==> src/rtl/pipeline_ctrl_pkg.sv <==
// Shared types and constants for the pipeline sequencing controller.
package pipeline_ctrl_pkg;

  localparam int unsigned EN_W  = 5;
  localparam int unsigned CLR_W = 4;

  // Load-enable bit positions.
  localparam int unsigned EN_PC    = 0;
  localparam int unsigned EN_IFID  = 1;
  localparam int unsigned EN_IDEX  = 2;
  localparam int unsigned EN_EXMEM = 3;
  localparam int unsigned EN_MEMWB = 4;

  // Synchronous-clear bit positions.
  localparam int unsigned CLR_IFID  = 0;
  localparam int unsigned CLR_IDEX  = 1;
  localparam int unsigned CLR_EXMEM = 2;
  localparam int unsigned CLR_MEMWB = 3;

  // Enable/clear patterns for each pipeline action.
  localparam logic [EN_W-1:0]  EN_NONE      = 5'b00000;
  localparam logic [EN_W-1:0]  EN_ALL       = 5'b11111;
  localparam logic [EN_W-1:0]  EN_LOAD_USE  = 5'b11100;
  localparam logic [EN_W-1:0]  EN_PC_FROZEN = 5'b11110;
  localparam logic [CLR_W-1:0] CLR_NONE     = 4'b0000;
  localparam logic [CLR_W-1:0] CLR_ALL      = 4'b1111;
  localparam logic [CLR_W-1:0] CLR_BRANCH   = 4'b0011;
  localparam logic [CLR_W-1:0] CLR_LOAD_USE = 4'b0010;
  localparam logic [CLR_W-1:0] CLR_DRAIN    = 4'b0001;

  typedef enum logic [2:0] {
    ST_FLUSH    = 3'd0,
    ST_RUN      = 3'd1,
    ST_MEM_WAIT = 3'd2,
    ST_DRAIN    = 3'd3,
    ST_HALTED   = 3'd4
  } state_e;

  // Per-cycle control word presented to the pipeline registers.
  typedef struct packed {
    logic [EN_W-1:0]  en;
    logic [CLR_W-1:0] clr;
  } ctrl_t;

  function automatic ctrl_t mk_ctrl(input logic [EN_W-1:0] en, input logic [CLR_W-1:0] clr);
    ctrl_t c;
    c.en  = en;
    c.clr = clr;
    return c;
  endfunction

endpackage

==> src/rtl/pipeline_ctrl_if.sv <==
// Hazard inputs and register-control outputs of the pipeline controller.
interface pipeline_ctrl_if #(parameter int unsigned CNT_W = 16);
  import pipeline_ctrl_pkg::*;

  logic             load_use;
  logic             branch_taken;
  logic             mem_req;
  logic             mem_ready;
  logic             halt_req;
  logic [EN_W-1:0]  en;
  logic [CLR_W-1:0] clr;
  logic             halted;
  logic             mem_err;
  logic [CNT_W-1:0] stall_count;

  modport master (
    output load_use, branch_taken, mem_req, mem_ready, halt_req,
    input  en, clr, halted, mem_err, stall_count
  );

  modport slave (
    input  load_use, branch_taken, mem_req, mem_ready, halt_req,
    output en, clr, halted, mem_err, stall_count
  );
endinterface

==> src/rtl/pipeline_ctrl_sat_counter.sv <==
// Saturating up-counter with synchronous clear; clear wins over increment.
module sat_counter #(
  parameter int unsigned WIDTH = 8
) (
  input  logic             clk,
  input  logic             rst,
  input  logic             inc,
  input  logic             clr,
  output logic [WIDTH-1:0] q
);

  // Count register: holds at all-ones once reached.
  always_ff @(posedge clk or negedge rst) begin
    if (!rst) begin
      q <= '0;
    end else if (clr) begin
      q <= '0;
    end else if (inc && (q != '1)) begin
      q <= q + WIDTH'(1);
    end
  end

endmodule

==> src/rtl/pipeline_ctrl.sv <==
// Sequencing controller for the pipeline registers of the 5-stage core:
// reset flush, load-use bubbles, branch flushes, memory-wait freezes,
// halt/drain, plus a saturating stall-cycle counter for debug.
module pipeline_ctrl
  import pipeline_ctrl_pkg::*;
#(
  parameter int unsigned NUM_STAGES  = 4,
  parameter int unsigned MEM_TIMEOUT = 16,
  parameter int unsigned CNT_W       = 16
) (
  input  logic            clk,
  input  logic            rst,
  pipeline_ctrl_if.slave  bus
);

  localparam int unsigned PH_W = (NUM_STAGES > 1) ? $clog2(NUM_STAGES) : 1;
  localparam int unsigned WT_W = $clog2(MEM_TIMEOUT + 1);
  localparam logic [PH_W-1:0] PH_LAST = PH_W'(NUM_STAGES - 1);
  localparam logic [WT_W-1:0] WT_MAX  = WT_W'(MEM_TIMEOUT);

  state_e           state_q, state_d;
  logic [PH_W-1:0]  phase_q, phase_d;
  logic [WT_W-1:0]  wait_q;
  logic [CNT_W-1:0] stall_q;
  logic             mem_err_q, halted_q;
  logic             mem_busy;
  logic             wait_inc, wait_clr, err_set, stall_inc;
  ctrl_t            ctrl;

  assign mem_busy = bus.mem_req & ~bus.mem_ready;

  // State, phase and status registers.
  always_ff @(posedge clk or negedge rst) begin
    if (!rst) begin
      state_q   <= ST_FLUSH;
      phase_q   <= '0;
      mem_err_q <= 1'b0;
      halted_q  <= 1'b0;
    end else begin
      state_q  <= state_d;
      phase_q  <= phase_d;
      halted_q <= (state_d == ST_HALTED);
      if (err_set) begin
        mem_err_q <= 1'b1;
      end
    end
  end

  // Next-state and Mealy enable/clear decode.
  always_comb begin
    state_d  = state_q;
    phase_d  = phase_q;
    ctrl     = mk_ctrl(EN_NONE, CLR_NONE);
    wait_inc = 1'b0;
    wait_clr = 1'b0;
    err_set  = 1'b0;
    case (state_q)
      ST_FLUSH: begin
        ctrl = mk_ctrl(EN_ALL, CLR_ALL);
        if (phase_q == PH_LAST) begin
          state_d = ST_RUN;
          phase_d = '0;
        end else begin
          phase_d = phase_q + PH_W'(1);
        end
      end
      ST_RUN, ST_MEM_WAIT: begin
        if (mem_busy) begin
          if (state_q == ST_RUN) begin
            state_d  = ST_MEM_WAIT;
            wait_inc = 1'b1;
          end else if (wait_q == WT_MAX) begin
            state_d = ST_HALTED;
            err_set = 1'b1;
          end else begin
            wait_inc = 1'b1;
          end
        end else begin
          wait_clr = 1'b1;
          state_d  = ST_RUN;
          if (bus.branch_taken) begin
            ctrl = mk_ctrl(EN_ALL, CLR_BRANCH);
          end else if (bus.load_use) begin
            ctrl = mk_ctrl(EN_LOAD_USE, CLR_LOAD_USE);
          end else if (bus.halt_req) begin
            ctrl    = mk_ctrl(EN_PC_FROZEN, CLR_DRAIN);
            state_d = ST_DRAIN;
            phase_d = '0;
          end else begin
            ctrl = mk_ctrl(EN_ALL, CLR_NONE);
          end
        end
      end
      ST_DRAIN: begin
        // A pending memory access freezes the drain without consuming a phase.
        if (!mem_busy) begin
          ctrl = mk_ctrl(EN_PC_FROZEN, CLR_DRAIN);
          if (phase_q == PH_LAST) begin
            state_d = ST_HALTED;
            phase_d = '0;
          end else begin
            phase_d = phase_q + PH_W'(1);
          end
        end
      end
      ST_HALTED: begin
        state_d = ST_HALTED;
      end
      default: begin
        state_d = ST_FLUSH;
        phase_d = '0;
      end
    endcase
  end

  // Stall accounting: PC held while the pipeline is live.
  assign stall_inc = ((state_q == ST_RUN) || (state_q == ST_MEM_WAIT)) & ~ctrl.en[EN_PC];

  sat_counter #(.WIDTH(WT_W)) u_wait_cnt (
    .clk (clk),
    .rst (rst),
    .inc (wait_inc),
    .clr (wait_clr),
    .q   (wait_q)
  );

  sat_counter #(.WIDTH(CNT_W)) u_stall_cnt (
    .clk (clk),
    .rst (rst),
    .inc (stall_inc),
    .clr (1'b0),
    .q   (stall_q)
  );

  assign bus.en          = ctrl.en;
  assign bus.clr         = ctrl.clr;
  assign bus.halted      = halted_q;
  assign bus.mem_err     = mem_err_q;
  assign bus.stall_count = stall_q;

endmodule

==> src/flat_wrapper.sv <==
// flat-port wrapper written by rule: the top's interface ports become plain ports
module pipeline_ctrl_flat import pipeline_ctrl_pkg::*;
#(
  parameter int unsigned NUM_STAGES  = 4,
  parameter int unsigned MEM_TIMEOUT = 16,
  parameter int unsigned CNT_W       = 16
)
  (clk, rst, bus_load_use, bus_branch_taken, bus_mem_req, bus_mem_ready, bus_halt_req, bus_en, bus_clr, bus_halted, bus_mem_err, bus_stall_count);
  pipeline_ctrl_if #(.CNT_W(CNT_W)) bus_i ();
  input  logic clk;
  input  logic rst;
  input wire logic [$bits(bus_i.load_use)-1:0] bus_load_use;
  input wire logic [$bits(bus_i.branch_taken)-1:0] bus_branch_taken;
  input wire logic [$bits(bus_i.mem_req)-1:0] bus_mem_req;
  input wire logic [$bits(bus_i.mem_ready)-1:0] bus_mem_ready;
  input wire logic [$bits(bus_i.halt_req)-1:0] bus_halt_req;
  output wire logic [$bits(bus_i.en)-1:0] bus_en;
  output wire logic [$bits(bus_i.clr)-1:0] bus_clr;
  output wire logic [$bits(bus_i.halted)-1:0] bus_halted;
  output wire logic [$bits(bus_i.mem_err)-1:0] bus_mem_err;
  output wire logic [$bits(bus_i.stall_count)-1:0] bus_stall_count;
  assign bus_i.load_use = bus_load_use;
  assign bus_i.branch_taken = bus_branch_taken;
  assign bus_i.mem_req = bus_mem_req;
  assign bus_i.mem_ready = bus_mem_ready;
  assign bus_i.halt_req = bus_halt_req;
  assign bus_en = bus_i.en;
  assign bus_clr = bus_i.clr;
  assign bus_halted = bus_i.halted;
  assign bus_mem_err = bus_i.mem_err;
  assign bus_stall_count = bus_i.stall_count;
  pipeline_ctrl #(.NUM_STAGES(NUM_STAGES), .MEM_TIMEOUT(MEM_TIMEOUT), .CNT_W(CNT_W)) u_core (.clk(clk), .rst(rst), .bus(bus_i));
endmodule
==> config.mk <==
export PLATFORM = sky130hd
export DESIGN_NAME = pipeline_ctrl_flat
export DESIGN_NICKNAME = d
export VERILOG_FILES = /design/src/rtl/pipeline_ctrl_pkg.sv /design/src/rtl/pipeline_ctrl_if.sv /design/src/rtl/pipeline_ctrl_sat_counter.sv /design/src/rtl/pipeline_ctrl.sv /design/src/flat_wrapper.sv
export SDC_FILE = /design/constraint.sdc
export NUM_CORES = 1
export LEC_CHECK = 0
export CAP_MARGIN = 20
export CORE_MARGIN = 4
export CORE_UTILIZATION = 30
export CTS_BUF_LIST = sky130_fd_sc_hd__clkbuf_16
export DETAILED_ROUTE_END_ITERATION = 16
export HOLD_SLACK_MARGIN = 0.05
export PLACE_DENSITY_LB_ADDON = 0.08
export SYNTH_ARGS = -nofsm -noshare
export SYNTH_HDL_FRONTEND = slang
export SYNTH_HIERARCHICAL = 1
export SYNTH_SLANG_ARGS = --single-unit
==> constraint.sdc <==
create_clock -name clk -period 3.16 [get_ports clk]
set_input_delay 0.316 -clock clk [delete_from_list [all_inputs] [get_ports clk]]
set_output_delay 0.316 -clock clk [all_outputs]
set_load 0.05 [all_outputs]
======== Word-level counts from Yosys, hierarchy flattened ========
Index checks and enable logic that the tools add are counted.
storage, ports and cells
  output and inout port bits .............. 27
  register bits ........................... 28
  bits of input ports ..................... 7
operators by class
  reduce and logical (&&, ||, !) cells .... 7
  add/sub/neg operators ................... 3
  equality and inequality tests ........... 14
  bitwise operators ....................... 5
  multiplexer cells ....................... 35
operator list
  kind                                                  count
  two-way mux 9 bit                                     4
  case mux 9 bit (3 select lines)                       1
  two-way mux 3 bit                                     8
  adder 16 x 1 -> 16 bit (second input constant)        1
  inequality test 16 bit (second input constant)        1
  two-way mux 5 bit                                     3
  two-way mux 2 bit                                     7
  case mux 3 bit (4 select lines)                       1
  two-way mux 1 bit                                     10
  inequality test 2 bit (second input constant)         5
  case mux 2 bit (4 select lines)                       1
  equality test 3 x 2 -> 1 bit (second input constant)  2
  equality test 3 bit (second input constant)           2
  AND reduction 6 bit                                   1
  adder 5 x 1 -> 5 bit (second input constant)          1
  equality test 5 bit (second input constant)           1
  inequality test 5 bit (second input constant)         1
  equality test 3 x 1 -> 1 bit (second input constant)  1
  zero test 3 bit                                       1
  NOT 1 bit                                             3
  adder 2 x 1 -> 2 bit (second input constant)          1
  bitwise AND 1 bit                                     2
  equality test 2 bit (second input constant)           1
  logical AND 1 bit                                     2
  3 further kinds                                       3

======== Depth between registers and ports, before layout ========
  word-level depth ........................ 8
  mapped depth ............................ 9
  gate-level depth less buffers ........... 7

======== By module ========
Netlist, hierarchy kept.
by module, submodules not included
  module                            seq. area each (um2)  area an instance (um2)  times used  cells each
  sat_counter (u_core.u_stall_cnt)  400.4                 942.2                   1           98
  pipeline_ctrl                     175.2                 594.3                   1           75
  sat_counter (u_core.u_wait_cnt)   125.1                 249.0                   1           23

======== Worst setup path after synthesis ========
No wires, ideal clock.
  path type ............................... register to output
  start point ............................. reg u_core.state_q[2]
  end point ............................... out bus_clr[3]
  setup slack ............................. 0.616 ns
  cell stages (with the launch flop) ...... 5
  arrival ................................. 2.228 ns
  cells stage by stage .................... dfrtp_1 -> clkbuf_1 -> clkbuf_1 -> nor3_1 -> buf_4
between the ends
  word-level cells in the longest chain between the ends .. 3
  elaborated cells on any way between the ends .. 6
  classes of those cells .................. eq/ne (3); mux (1); reduce/logical (2)
ends and longest elaborated chain
  element                                                                              line                 RTL
  from (decl)                                                                          pipeline_ctrl.sv:21  state_e state_q, state_d;
  from (signal assigned)                                                               pipeline_ctrl.sv:40  state_q <= state_d;
  equality test 3 x 2 -> 1 bit / equality test 3 x 1 -> 1 bit (equally long branches)  pipeline_ctrl.sv:57  case (state_q)
  OR reduction 2 bit                                                                   pipeline_ctrl.sv:57
  case mux 9 bit (3 select lines) *                                                    pipeline_ctrl.sv:57
  to (decl)                                                                            flat_wrapper.sv:18   output wire logic [$bits(bus_i.clr)-1:0] bus_clr;
Every way passes the cells marked *; elsewhere a longest branch is shown, timed or not.

======== Final worst setup path ========
  start point ............................. reg u_core.state_q[1]
  end point ............................... reg u_core.u_stall_cnt.q[3]
between the ends
  word-level cells in the longest chain between the ends .. 6
  elaborated cells on any way between the ends .. 10
  classes of those cells .................. eq/ne (3); mux (1); bitwise (2); reduce/logical (4)
ends and longest elaborated chain
  element                                                                              line                                       RTL
  equality test 3 x 2 -> 1 bit / equality test 3 x 1 -> 1 bit (equally long branches)  pipeline_ctrl.sv:57, pipeline_ctrl.sv:117
  OR reduction 2 bit                                                                   pipeline_ctrl.sv:57
  case mux 9 bit (3 select lines)                                                      pipeline_ctrl.sv:57
  NOT 1 bit                                                                            pipeline_ctrl.sv:117                       assign stall_inc = ((state_q == ST_RUN) || (state_q == ST_MEM_WAIT)) & ~ctrl.en[EN_PC];
  bitwise AND 1 bit *                                                                  pipeline_ctrl.sv:117
  via u_core.stall_inc                                                                 pipeline_ctrl.sv:27                        logic wait_inc, wait_clr, err_set, stall_inc;
  logical AND 1 bit *                                                                  pipeline_ctrl_sat_counter.sv:18            end else if (inc && (q != '1)) begin
  to (signal assigned)                                                                 pipeline_ctrl_sat_counter.sv:19            q <= q + WIDTH'(1);
  to (decl)                                                                            pipeline_ctrl_sat_counter.sv:9             output logic [WIDTH-1:0] q
The timed path passes the listed nets; every way through them passes the cells marked *.
A chain may end at the register's enable or synchronous reset.

==> qor.txt <==
final std cells w/o fill = 297
Worst setup SP type = register
total global routing track utilization = 11.5%
share of cells above drive strength 1 = 10.7%
RSZ-0062 raised after global routing = no
top cell type's share of synthesized area = 39.2%
total of max-cap violations = 0
H-tree depth = 1
total gr overflow = 0
CTS sink count = 28
count leader, synth = dfrtp_1
total power = 1.45 mW
final worst-path cycle share = 81.8%
first-pass GRT wire length = 7020 um
placed cell count = 293
WL met2 = 1910 um
ant diodes = 0
Layout area overhead = 25.0%
Top FF cell, synth = dfrtp_1
DR top layer = met4
DR WL met3 = 176 um
Num CTS Buffers = 3
cells on worst reg2reg path = 6
status = finished, final reports clean
setup bufs post-CTS = 0
Peak Freq = 387 MHz
asr flop ratio synth = 100%
post-route minimum period = 2.59 ns
DIE AREA = 7250 um2
Post-Synth Adder-Cell Area = 3.92%
FF+latch count, synth = 28
CTS tree = built
top cells by area, synth = dfrtp_1 (39%), nor2_1 (4.8%), a21oi_1 (4.5%), o31ai_1 (2.9%), ha_1 (2.8%)
Post-synth EDFFs = 0
worst skew pair latency = 0.26 ns
largest family of logic cells by synthesized area = simple AND/OR/NAND/NOR gates
Avg Cell Area, Syn = 9.11 um2
Hold Path Class = input port to async pin
Die Wd = 85.1 um
Routed WL = 4010 um
Max clock buf depth = 2
Final ANT Viol Nets = 0
Worst EP required = 3.35 ns
DRT iter0 DRCs = 117
met1 WL = 1900 um
worst slew pin tran = 0.562 ns
Rows = 27
Reg-to-Reg End = u_core/u_stall_cnt/q[3]$_DFFE_PN0P_
final-report setup violation count = 0
Die Span Y = 85.1 um
Cells after Synth = 196
post-route setup TNS = 0 ns
Slew HR = 62.5%
count of different cell masters after synthesis = 48
simple-gate share of the synthesized area = 28.9%
cts hold-fix bufs = 0
Initial Utilization = 31.6%
leakage = 0.942 nW
CTS-repair resized insts = 0
Peak VDD IR = 0.000632 V
core area = 5640 um2
r2r setup slk = 0.57 ns
CTS root buf = clkbuf_16
post-synthesis xor/xnor area fraction = 0.981%
WL/cell = 13.5 um
routed vias/inst = 5.14
mapped cell area = 1790 um2
# nets final = 237
vias post-DR = 1528
Layout Skew = 0.00257 ns
Reg clk slew, reported paths = 0.07 ns
kind of critical path = register to register
# port buffers = 33
largest net degree at the start of global routing = 29
io pins = 34
post-synthesis sequential area ratio = 39.2%
initial antenna violation count = 0
Cell Pwr Density = 650 nW/um2
Yosys top cell by area = dfrtp_1
Fin. Hold Viols = 0
Compound-Gate Fraction of Synth Area = 16.8%
reg2reg start = u_core/state_q[1]$_DFF_PN0_
CP Capture Type = register
multiplexer area fraction after synthesis = 3.64%
vias in the first global route = 1476
DR pass1 iterations = 4
Synthesis Warnings = 6
Final Max Slew Viols = 0
critical path arrival = 2.78 ns
synth cell count leaders = dfrtp_1 (28), nor2_1 (23), a21oi_1 (16), nand2_1 (9), o31ai_1 (7)
# DRC = 0
dpl hpwl = 2880 um
CP Max Fanout = 22
Placer Congestion = 0.837
==> report_power, final <==
| group | switching, mW | internal, mW | total, mW |
|---|---|---|---|
| Clock | 0.123 | 0.170 | 0.292 |
| Combinational | 0.466 | 0.241 | 0.707 |
| Sequential | 0.0524 | 0.400 | 0.452 |
==> layout make-up <==
type	count	area, um2
Fill cell	555	3410
Multi-Input combinational cell	149	977
Sequential cell	28	701
Timing Repair Buffer	38	363
Tap cell	72	90.1
Clock buffer	3	75.1
Inverter	6	22.5
Clock inverter	1	3.75
==> how the worst max path moves through the flow <==
stage                                startpoint                             endpoint  slack (ns)  depth (start not counted)
floorplan           u_core/state_q[2]$_DFF_PN0_                           bus_clr[3]        0.62                          4
global placement                  bus_mem_ready  u_core/u_stall_cnt/q[3]$_DFFE_PN0P_        0.57                          7
detailed placement                bus_mem_ready  u_core/u_stall_cnt/q[3]$_DFFE_PN0P_        0.47                          7
CTS                 u_core/state_q[1]$_DFF_PN0_  u_core/u_stall_cnt/q[3]$_DFFE_PN0P_        0.56                          6
global route        u_core/state_q[1]$_DFF_PN0_  u_core/u_stall_cnt/q[3]$_DFFE_PN0P_        0.37                          6
finish              u_core/state_q[1]$_DFF_PN0_  u_core/u_stall_cnt/q[3]$_DFFE_PN0P_        0.57                          6
==> worst max-delay path: stages (launching register included) <==
cell	delay, ns
dfrtp_1	0.63
nand2b_1	0.16
a21oi_2	0.32
and2_1	0.26
inv_1	0.28
or4_2	0.71
a21oi_1	0.15
==> layout by cell type, fill, tap and decap left out, types with 2 or more instances in the layout <==
master / instances
nor4_1: 6
inv_1: 6
nand4_1: 6
conb_1: 2
mux2_1: 4
nor2_1: 23
clkbuf_16: 3
o21ai_0: 5
o31ai_1: 7
and3_1: 3
nand3_1: 5
nor2b_1: 5
nand2b_1: 4
ha_1: 4
maj3_1: 2
clkdlybuf4s50_1: 31
or3_1: 3
or4_2: 2
a211o_1: 3
or4_1: 6
buf_4: 7
nand3b_1: 2
mux2i_1: 2
a21oi_1: 16
and4_2: 2
nand2_1: 9
o21ai_1: 5
xor2_1: 2
and2_1: 2
dfrtp_1: 28
nor3_1: 4
==> state kept, by name, indices dropped and copies added (netlist names) <==
signal / count
u_core/u_stall_cnt/q: 16
u_core/bus.mem_err: 1
u_core/state_q: 3
u_core/u_wait_cnt/q: 5
u_core/bus.halted: 1
u_core/phase_q: 2
==> per-stage QoR <==
step	hold WS (ns)	worst slack [ns]	utilization (%)	area (um2)
2_1_floorplan	0.0204	0.616	-	1790
3_3_place_gp	0.460	0.567	38.2	2150
3_5_place_dp	0.458	0.471	38.2	2150
4_1_cts	0.459	0.564	39.6	2230
5_1_grt	0.479	0.366	39.6	2230
6_report	0.438	0.575	39.6	2230
==> kinds of logic (layout without fill, tap and decap cells) <==
group           count (synthesis)  in the layout
simple gates                   88             88
compound gates                 45             45
flops                          28             28
buf+inv                        20             48
fa+ha+maj                       6              6
mux                             6              6
xor+xnor                        2              2
other cells                     1              2
==> per-layer routing <==
| metal | GRT usage (%) | up-vias |
|---|---|---|
| met5 | 0 | - |
| met3 | 2.91 | 2 |
| met1 | 15.3 | 722 |
| met4 | 2.45 | 0 |
| li1 | - | 774 |
| met2 | 18.9 | 30 |
(Power assumes the default switching activity.)
